[src/rtl/ika3012_serialrx.sv]
// DAC-side receiver for the OPM serial audio link: deserialises SO, latches one
// floating-point sample per channel on SH1/SH2 falls, converts to linear PCM, tracks frame lock.
module ika3012_serialrx #(
  parameter int FRAME_LEN  = 32,
  parameter int LOCK_COUNT = 2,
  parameter int OUT_WIDTH  = 16
) (
  input  logic                 i_EMUCLK,
  input  logic                 i_RST,
  input  logic                 i_phi1_NCEN_n,
  input  logic                 i_SO,
  input  logic                 i_SH1,
  input  logic                 i_SH2,
  output logic [OUT_WIDTH-1:0] o_CH1,
  output logic [OUT_WIDTH-1:0] o_CH2,
  output logic                 o_CH1_VALID,
  output logic                 o_CH2_VALID,
  output logic                 o_LOCKED,
  output logic                 o_FRAME_ERR
);

  localparam logic [0:0] ST_SEARCH = 1'b0;
  localparam logic [0:0] ST_LOCKED = 1'b1;
  localparam logic [5:0] PERIOD    = 6'(FRAME_LEN);
  localparam logic [5:0] CNT_MAX   = 6'd63;
  localparam logic [7:0] GOOD_MAX  = 8'(LOCK_COUNT);

  logic [15:0]          sr_q, sr_d;
  logic                 sh1_q, sh1_d, sh2_q, sh2_d;
  logic                 started1_q, started1_d, started2_q, started2_d;
  logic [5:0]           cnt1_q, cnt1_d, cnt2_q, cnt2_d;
  logic [7:0]           good_q, good_d;
  logic [0:0]           state_q, state_d;
  logic [OUT_WIDTH-1:0] ch1_q, ch1_d, ch2_q, ch2_d;
  logic                 vld1_q, vld1_d, vld2_q, vld2_d;
  logic                 err_q, err_d;
  logic                 tick, fall1, fall2, bad_locked;

  // Field layout: exponent in sr[15:13], 10-bit signed mantissa in sr[12:3].
  function automatic logic [OUT_WIDTH-1:0] to_pcm(input logic [15:0] s);
    logic [OUT_WIDTH-1:0] m;
    m = {{(OUT_WIDTH-10){s[12]}}, s[12:3]};
    if (s[15:13] == 3'd0) return '0;
    return m << (s[15:13] - 3'd1);
  endfunction

  assign tick  = !i_phi1_NCEN_n;
  assign fall1 = tick & sh1_q & !i_SH1;
  assign fall2 = tick & sh2_q & !i_SH2;

  always_comb begin
    sr_d       = sr_q;
    sh1_d      = sh1_q;
    sh2_d      = sh2_q;
    started1_d = started1_q | fall1;
    started2_d = started2_q | fall2;
    cnt1_d     = cnt1_q;
    cnt2_d     = cnt2_q;
    good_d     = good_q;
    state_d    = state_q;
    ch1_d      = ch1_q;
    ch2_d      = ch2_q;
    vld1_d     = 1'b0;
    vld2_d     = 1'b0;
    err_d      = err_q;
    bad_locked = 1'b0;

    if (tick) begin
      sr_d  = {i_SO, sr_q[15:1]};
      sh1_d = i_SH1;
      sh2_d = i_SH2;
      // Counters stay idle until their strobe's first fall, then saturate.
      if (fall1)                               cnt1_d = 6'd1;
      else if (started1_q && cnt1_q != CNT_MAX) cnt1_d = cnt1_q + 6'd1;
      if (fall2)                               cnt2_d = 6'd1;
      else if (started2_q && cnt2_q != CNT_MAX) cnt2_d = cnt2_q + 6'd1;
    end

    if (fall1) begin
      ch1_d  = to_pcm(sr_q);
      vld1_d = 1'b1;
      if (sr_q[15:13] == 3'd0) err_d = 1'b1;
    end
    if (fall2) begin
      ch2_d  = to_pcm(sr_q);
      vld2_d = 1'b1;
      if (sr_q[15:13] == 3'd0) err_d = 1'b1;
    end
    if (fall1 && fall2) err_d = 1'b1;

    if (state_q == ST_SEARCH) begin
      if (fall1 && started1_q) begin
        if (cnt1_q == PERIOD) begin
          good_d = good_q + 8'd1;
          if (good_q + 8'd1 >= GOOD_MAX) state_d = ST_LOCKED;
        end else begin
          good_d = 8'd0;
        end
      end
    end else begin
      bad_locked = (fall1 && started1_q && cnt1_q != PERIOD) ||
                   (fall2 && started2_q && cnt2_q != PERIOD) ||
                   (tick && (cnt1_d == CNT_MAX || cnt2_d == CNT_MAX));
      if (bad_locked) begin
        state_d = ST_SEARCH;
        good_d  = 8'd0;
        err_d   = 1'b1;
      end
    end
  end

  always_ff @(posedge i_EMUCLK) begin
    if (i_RST) begin
      sr_q       <= '0;
      sh1_q      <= 1'b0;
      sh2_q      <= 1'b0;
      started1_q <= 1'b0;
      started2_q <= 1'b0;
      cnt1_q     <= '0;
      cnt2_q     <= '0;
      good_q     <= '0;
      state_q    <= ST_SEARCH;
      ch1_q      <= '0;
      ch2_q      <= '0;
      vld1_q     <= 1'b0;
      vld2_q     <= 1'b0;
      err_q      <= 1'b0;
    end else begin
      sr_q       <= sr_d;
      sh1_q      <= sh1_d;
      sh2_q      <= sh2_d;
      started1_q <= started1_d;
      started2_q <= started2_d;
      cnt1_q     <= cnt1_d;
      cnt2_q     <= cnt2_d;
      good_q     <= good_d;
      state_q    <= state_d;
      ch1_q      <= ch1_d;
      ch2_q      <= ch2_d;
      vld1_q     <= vld1_d;
      vld2_q     <= vld2_d;
      err_q      <= err_d;
    end
  end

  assign o_CH1       = ch1_q;
  assign o_CH2       = ch2_q;
  assign o_CH1_VALID = vld1_q;
  assign o_CH2_VALID = vld2_q;
  assign o_LOCKED    = (state_q == ST_LOCKED);
  assign o_FRAME_ERR = err_q;

endmodule
[config.mk]
export PLATFORM = sky130hd
export DESIGN_NAME = ika3012_serialrx
export DESIGN_NICKNAME = d
export VERILOG_FILES = /design/src/rtl/ika3012_serialrx.sv
export SDC_FILE = /design/constraint.sdc
export NUM_CORES = 1
export LEC_CHECK = 0
export ABC_AREA = 1
export CORE_ASPECT_RATIO = 0.7
export CORE_UTILIZATION = 40
export DETAILED_ROUTE_END_ITERATION = 12
export HOLD_SLACK_MARGIN = 0.1
export PLACE_DENSITY = 0.58
export SLEW_MARGIN = 20
export SYNTH_ARGS = -nofsm -noshare
export SYNTH_HDL_FRONTEND = slang
export SYNTH_SLANG_ARGS = --single-unit
[constraint.sdc]
create_clock -name i_EMUCLK -period 4.1 [get_ports i_EMUCLK]
set_input_delay 0.615 -clock i_EMUCLK [delete_from_list [all_inputs] [get_ports i_EMUCLK]]
set_output_delay 0.615 -clock i_EMUCLK [all_outputs]
set_load 0.05 [all_outputs]
== Word-level counts from Yosys, hierarchy flattened ==
Cells that the tools add are included.

* Register bits after elaboration: 76
* Logic and storage cells: 81

* $add $sub $neg: 4
* $lt $le $gt $ge: 1
* Equality and inequality tests: 8
* Shifts and indexed selects: 1
* Mux-type cells: 30
* Bitwise logic cells: 6
* Reductions and logical operators: 17

{| class="wikitable"
|+ Operators with widths
! kind !! count
|-
| $mux 16 || 3
|-
| $mux 6 || 6
|-
| $mux 8 || 4
|-
| $ne 6x6->1 const B || 4
|-
| $eq 6x6->1 const B || 3
|-
| $mux 1 || 17
|-
| $shl 16x3->16 || 1
|-
| $add 6x1->6 const B || 2
|-
| $add 8x1->8 const B || 1
|-
| $ge 8x2->1 const B || 1
|-
| $logic_and 1x1->1 || 8
|-
| $and 1x1->1 || 4
|-
| $logic_not 1->1 || 3
|-
| $logic_not 3->1 || 1
|-
| $logic_or 1x1->1 || 3
|-
| $sub 3x1->3 const B || 1
|-
| $ne 2x1->1 const B || 1
|-
| $or 1x1->1 || 2
|-
| $reduce_and 2->1 || 1
|-
| $reduce_bool 2->1 || 1
|}

== Logic depth before layout (Yosys ltp) ==
Gate-level depths: netlist (run 1).

* Depth after elaboration: 11
* Gate-level depth with buffers: 19
* Depth with buffers taken out: 18

== Least setup slack after synthesis (run 1) ==
Ideal clock, no wire load.

* Path type: input port to flip-flop
* Start point: input i_phi1_NCEN_n
* End point: register good_q[0]
* Data arrival time: 1915 ps
* Required time: 3985 ps
* Setup slack: 2070 ps
* Stages: 16
* Path buffers: 2
* Path through: buf_6 clkinv_4 nand2_2 nor2_4 nand4_1 nand2_1 nand3_1 nor2_1 nand3_1 nand2_1 nand2_2 nand2_2 nand2_4 buf_6 a21oi_1 nor2_1

* Word-level cells in the longest chain between the ends: 11

{| class="wikitable"
|+ Ends and longest elaborated chain
! what !! line !! source
|-
| start, declared || 10 || <nowiki>input logic i_phi1_NCEN_n,</nowiki>
|-
| $logic_not 1->1 || 47 || <nowiki>assign tick = !i_phi1_NCEN_n;</nowiki>
|-
| $and 1x1->1 (on tied branches) (2 in series) || 48, 49 ||
|-
| $mux 6 (on tied branches) || 73, 75 ||
|-
| $mux 6 || 68 || <nowiki>if (tick) begin</nowiki>
|-
| $eq 6x6->1 || 103 || <nowiki>(tick && (cnt1_d == CNT_MAX || cnt2_d == CNT_MAX));</nowiki>
|-
| $logic_or 1x1->1 || 103 ||
|-
| $logic_and 1x1->1 || 103 ||
|-
| $logic_or 1x1->1 || 102 || <nowiki>(fall2 && started2_q && cnt2_q != PERIOD) ||</nowiki>
|-
| $ne 2x1->1 (no line) || n/a ||
|-
| $reduce_and 2->1 (no line) * || n/a ||
|-
| end signal, assigned || 136 || <nowiki>good_q <= good_d;</nowiki>
|-
| end, declared || 32 || <nowiki>logic [7:0] good_q, good_d;</nowiki>
|}

Every way passes the cells marked *; elsewhere a longest branch is shown, timed or not.
A chain may end at the register's enable or synchronous reset.

== Worst setup path after layout (run 1) ==
* Start point: input i_phi1_NCEN_n
* End point: register good_q[5]

The elaborated chain is that of the path after synthesis.

==> results of run 1 <==
## power by group
group | switching (uW) | internal, uW | leakage (uW)
registers | 18.3 | 734 | 0.000594
clock network | 293 | 544 | 0.000151
logic | 148 | 67.3 | 0.00132
## state kept, by name (all words and copies together) (netlist names), 6 cells and up
name    cells
cnt2_q      6
o_CH2      16
sr_q       13
o_CH1      16
good_q      8
cnt1_q      6
## cell type report
cell class              instances  area (sq um)  share of cell area
flip-flops and latches         73          1460               0.324
multi-input cells             369          1830               0.407
well taps                     124           155              0.0344
clock inverters                 5          80.1              0.0178
repair buffers                 45           440              0.0977
clock buffers                  10           239              0.0530
inverters                      78           298              0.0661
## placed cells by master (no fill, tap or decap)
master,instances
clkinvlp_4,2
bufinv_16,2
xnor2_1,1
clkinv_4,1
nor2_2,2
o2111ai_1,1
inv_2,2
a21oi_2,5
nand4_1,10
nand3_4,1
buf_4,4
a31oi_1,3
ha_1,8
nand3_2,2
nand3_1,30
nor2_4,3
a21oi_1,25
clkinv_2,1
mux2i_1,4
nand2_4,1
xor2_1,4
dfxtp_1,73
o21ai_0,67
nor3_1,5
nand2_2,7
clkbuf_8,1
inv_1,74
nor2_1,109
nand2_1,75
a22o_1,5
clkinv_1,1
or2_2,1
clkbuf_16,9
clkdlybuf4s50_1,41
## worst register-to-register path, cell delays in order (launching register included)
cell and delay (ns):
dfxtp_1 0.59, clkinv_1 0.36, ha_1 0.31, xnor2_1 0.13
nor2_1 0.45, inv_1 0.15, o21ai_0 0.46, o21ai_0 0.16
inv_1 0.07
## worst paths after layout
path                 startpoint  cells past startpoint  slack [ns]   endpoint
setup reg to reg       sr_q[13]                      8        1.37  o_CH1[14]
hold / removal         sr_q[11]                      2        0.51   sr_q[11]
setup / recovery  i_phi1_NCEN_n                     16        1.33  good_q[5]
hold reg to reg        sr_q[11]                      2        0.51   sr_q[11]
## metrics by stage
step	utilization	cell area [sq um]	cells	hold WS, ns	power [uW]
global placement	0.464	4190	689	0.494	980
CTS	0.499	4510	704	0.519	1820
finish	0.499	4510	704	0.515	1810
global route	0.499	4510	704	0.549	1880
floorplan	-	3720	545	0.468	919
detailed placement	0.464	4190	689	0.508	982
## cell families (layout without fill, tap and decap cells)
logic type / Yosys count / after routing / synth area share
AND/OR/NAND/NOR: 246 / 246 / 0.288
AO/OA/AOI/OAI: 106 / 106 / 0.155
buffers and inverters: 103 / 138 / 0.115
flip-flops: 73 / 73 / 0.393
adder cells (fa/ha/maj): 8 / 8 / 0.0269
XOR/XNOR: 5 / 5 / 0.0118
multiplexers: 4 / 4 / 0.0108
## layer usage
layer / vias up / part of all wire / wire, um / GRT usage
met5: - / 0 / 0 / 0
met4: 0 / 0.0077 / 68 / 0.0620
met3: 7 / 0.049 / 437 / 0.0445
met2: 80 / 0.42 / 3730 / 0.306
met1: 1573 / 0.52 / 4640 / 0.271
li1: 1788 / - / - / -
==> results.yml, run 1 <==
synthesis:
  synth_enable_flop_cells: 0
  yosys_warnings: 0
  yosysUniqueCellTypes: 32
  synth_seq_cells: 73
  yosysSeqAreaShare: 0.393
  synth.top_cells.by_count: "nor2_1, nand2_1, inv_1"
  synth_area_leaders: "dfxtp_1, nor2_1, o21ai_0"
  synth_area_sq_mm: 0.00372
  synth_most_common_cell: "nor2_1"
  yosysTopAreaCell: "dfxtp_1"
  synthArstFlopShare: 0
  synth_top_area_frac: 0.393
  syn_area_per_cell_sq_um: 6.83
  synthCells: 545
  synth_ff_type: "dfxtp_1"
  syn_nets: 559
grt:
  antenna_found_initial: 0
  grt_usage: 0.197
  grt_max_degree: 43
  grt_pass1_wl_mm: 14.5
  first_global_vias: 3100
  grt_remaining_overflow: 0
sta:
  fin_crit_sh: 0.676
  tightest_slew_ns: 0.829
  layout_setup_ws_ns: 1.33
  setup_viol: 0
  fin_setup_tns_ns: 0
  rsz0062_at_grt: "no"
  min_period_ns: 2.77
  skew_ns: 0.00594
  drv_slew: 0
  hold_viol_final: 0
  clock.fmax_ghz: 0.361
  max_slew_margin: 0.446
clock_tree:
  tritoncts: "yes"
  clock_latency_ns: 0.33
  postCtsHoldBufs: 0
  cts_resized: 0
  cts_buffer_depth: 2
  cts-htree-levels: 3
  clkTransAtPathRegs_ns: 0.06
  root_buffer: "clkbuf_16"
  clkSinkCount: 73
  postCtsSetupBuffers: 0
  cts_buffers: 9
drt:
  drt-wirelength-per-cell_um: 12.6
  drtAntennaViolNets: 0
  drc: 0
  drt_iter0_drc: 180
  vias: 3448
  first_pass_iters: 5
  wirelength_mm: 8.87
  viasPerCell: 4.90
final_layout:
  area_delta_synth_final_pct: 21.1
  drive_gt1_frac: 0.0759
  finalNetCount: 590
  antenna_cells: 0
  fill_cells: 900
setup_path:
  cp_slowest_cell: "nand2_1"
  path_common_cell: "nand2_1"
  critPathKind: "in -> reg"
  crit_family: "simple AND/OR/NAND/NOR gates"
  cpPeakStageDelay_ns: 0.51
  critPathBufInv: 2
  worstPathMaxFanout: 23
  cp_cell_sequence: "clkdlybuf4s50_1 -> buf_4 -> nor2_1 -> nand2_1 -> nand2_1 -> nor2_1 -> nand2_1 -> nor2_1 -> nand2_1 -> nand2_1 -> nand2_2 -> nand2_2 -> nand2_4 -> nand3_1 -> nand2_1 -> nor2_1"
  endpoint_kind: "flop"
  startpoint_type: "primary input"
  worst_ep_required_time_ns: 4.37
  crit_arrival_ns: 3.04
run:
  maxCapViolations: 0
floorplan:
  start_util: 0.412
  io_pins: 42
  die-area_sq_mm: 0.00970
  die_h_um: 82.7
  core_area_sq_mm: 0.00903
  rows: 29
  die_x_um: 117
placement:
  pre_cts_ws_ns: 0.964
  dp_hpwl_mm: 6.14
  gp_congestion: 0.813
  portBuffers: 41
worst_hold_path:
  hp-class: "reg -> reg"
power_and_ir_drop:
  p_per_area_mw_per_mm2: 401
  vdd_drop_max_uv: 393
  p_leak_uw: 0.00207
run_status:
  status: "complete, no violations"
No activity file was read; power rests on OpenSTA's default activity.
==> run 2, diff against run 1 <==
--- a/config.mk
+++ b/config.mk
@@ -10,7 +10,7 @@
 export CORE_UTILIZATION = 40
 export DETAILED_ROUTE_END_ITERATION = 12
 export HOLD_SLACK_MARGIN = 0.1
-export PLACE_DENSITY = 0.58
+export PLACE_DENSITY = 0.6
 export SLEW_MARGIN = 20
 export SYNTH_ARGS = -nofsm -noshare
 export SYNTH_HDL_FRONTEND = slang
==> constraint.sdc (replaced) <==
create_clock -name i_EMUCLK -period 2.3 [get_ports i_EMUCLK]
set_input_delay 0.345 -clock i_EMUCLK [delete_from_list [all_inputs] [get_ports i_EMUCLK]]
set_output_delay 0.345 -clock i_EMUCLK [all_outputs]
set_load 0.05 [all_outputs]
==> run 2 against run 1 <==
Effect of this change: first-iteration DRC count increased by 17%; clock power increased by 85%; via count increased by 0.38%; critical path depth unchanged; final cell count increased by 3.1%; highest routed layer unchanged.
==> results.yml, run 2 (synthesis gave the netlist of run 1 again) <==
run_status:
  status: "complete, no violations"
clock_tree:
  cts-htree-levels: 3
  clkTransAtPathRegs_ns: 0.06
  cts_resized: 0
  clkSinkCount: 73
  cts_buffers: 9
  postCtsHoldBufs: 0
  postCtsSetupBuffers: 0
  clock_latency_ns: 0.34
  root_buffer: "clkbuf_16"
  tritoncts: "yes"
  cts_buffer_depth: 2
sta:
  clock.fmax_ghz: 0.477
  drv_slew: 0
  fin_crit_sh: 0.911
  min_period_ns: 2.10
  tightest_slew_ns: 0.537
  setup_viol: 0
  skew_ns: 0.00733
  hold_viol_final: 0
  fin_setup_tns_ns: 0
  max_slew_margin: 0.641
setup_path:
  path_common_cell: "nand2_2"
  endpoint_kind: "flop"
  cp_slowest_cell: "dfxtp_1"
  worst_ep_required_time_ns: 2.53
  worstPathMaxFanout: 17
  critPathKind: "reg -> reg"
  crit_arrival_ns: 2.33
  critPathBufInv: 1
  crit_family: "simple AND/OR/NAND/NOR gates"
  cpPeakStageDelay_ns: 0.38
  startpoint_type: "flop"
  cp_cell_sequence: "ha_1 -> nand2_2 -> nor2_4 -> nand2_4 -> nand3_4 -> inv_2 -> nand3_1 -> nand3_1 -> nor2_1 -> nand2_1 -> nand2_1 -> nand2_2 -> nand2_2 -> nand2_8 -> a21oi_1 -> nor2_1"
drt:
  drt_iter0_drc: 210
  drt-wirelength-per-cell_um: 12.5
  wirelength_mm: 9.06
  viasPerCell: 4.77
  drc: 0
  first_pass_iters: 4
  vias: 3461
  drtAntennaViolNets: 0
floorplan:
  die-area_sq_mm: 0.00970
  die_h_um: 82.7
  rows: 29
  die_x_um: 117
  core_area_sq_mm: 0.00903
  start_util: 0.412
  io_pins: 42
grt:
  grt_remaining_overflow: 0
  grt_max_degree: 32
  first_global_vias: 3022
  grt_usage: 0.203
  grt_pass1_wl_mm: 14.9
  antenna_found_initial: 0
placement:
  dp_hpwl_mm: 6.41
  place_inst: 710
  portBuffers: 41
  gp_congestion: 0.826
worst_hold_path:
  hp-class: "reg -> reg"
power_and_ir_drop:
  p_per_area_mw_per_mm2: 699
  vdd_drop_max_uv: 446
  p_leak_uw: 0.00217
final_layout:
  area_delta_synth_final_pct: 26.6
  finalNetCount: 611
  layout.cells.most_common: "nor2_1"
  layoutNonFillerInstCount: 726
  final_cell_mix: "nor2_1, nand2_1, inv_1"
  antenna_cells: 0
  drive_gt1_frac: 0.116
run:
  maxCapViolations: 0
## run 2: report_power, final
group / total [uW] / switching, uW / internal [uW]
Sequential: 1340 / 28.8 / 1310
Clock: 1550 / 584 / 961
Combinational: 409 / 271 / 138
Total: 3290 / 884 / 2410
## run 2: metal layers
layer	up-vias	share of wire	wire length [um]	global-route usage
met1	1555	0.55	4940	0.290
met4	0	0.0040	36	0.0709
met3	4	0.042	384	0.0540
met5	-	0	0	0
met2	65	0.41	3690	0.292
li1	1837	-	-	-
## run 2: path summary, 6_finish.rpt
path | end | startpoint | slack, ns | cells past startpoint
worst max-delay path | good_q[0] | cnt1_q[0] | 0.20 | 16
worst min-delay path | sr_q[14] | sr_q[14] | 0.50 | 2
worst max register to register | good_q[0] | cnt1_q[0] | 0.20 | 16
worst min register to register | sr_q[14] | sr_q[14] | 0.50 | 2
## run 2: stage by stage
step           hold slack [ns]  utilization  area, sq um  setup WS (ns)  power (uW)
2_1_floorplan            0.468            -         3720          0.370        1640
3_3_place_gp             0.491        0.482         4360        -0.0731        1770
3_5_place_dp             0.497        0.482         4360         -0.124        1770
4_1_cts                  0.505        0.519         4690          0.170        3330
5_1_grt                  0.529        0.521         4710       -0.00652        3420
6_report                 0.503        0.521         4710          0.204        3290
## run 2: area by class of cell
cell class                 instances  area, sq um
clock buffer                       9          225
sequential                        73         1460
multi-input combinational        369         1860
inverter                          78          298
clock inverter                     7          103
fill                             885         4330
timing repair buffer              66          611
tap                              124          155
## run 2: worst register-to-register path: cells and delay by family (launching register included)
kind	cells	cell delay, ns
simple gates	13	1.18
flops	1	0.38
fa+ha+maj	1	0.21
compound gates	1	0.16
buf+inv	1	0.05
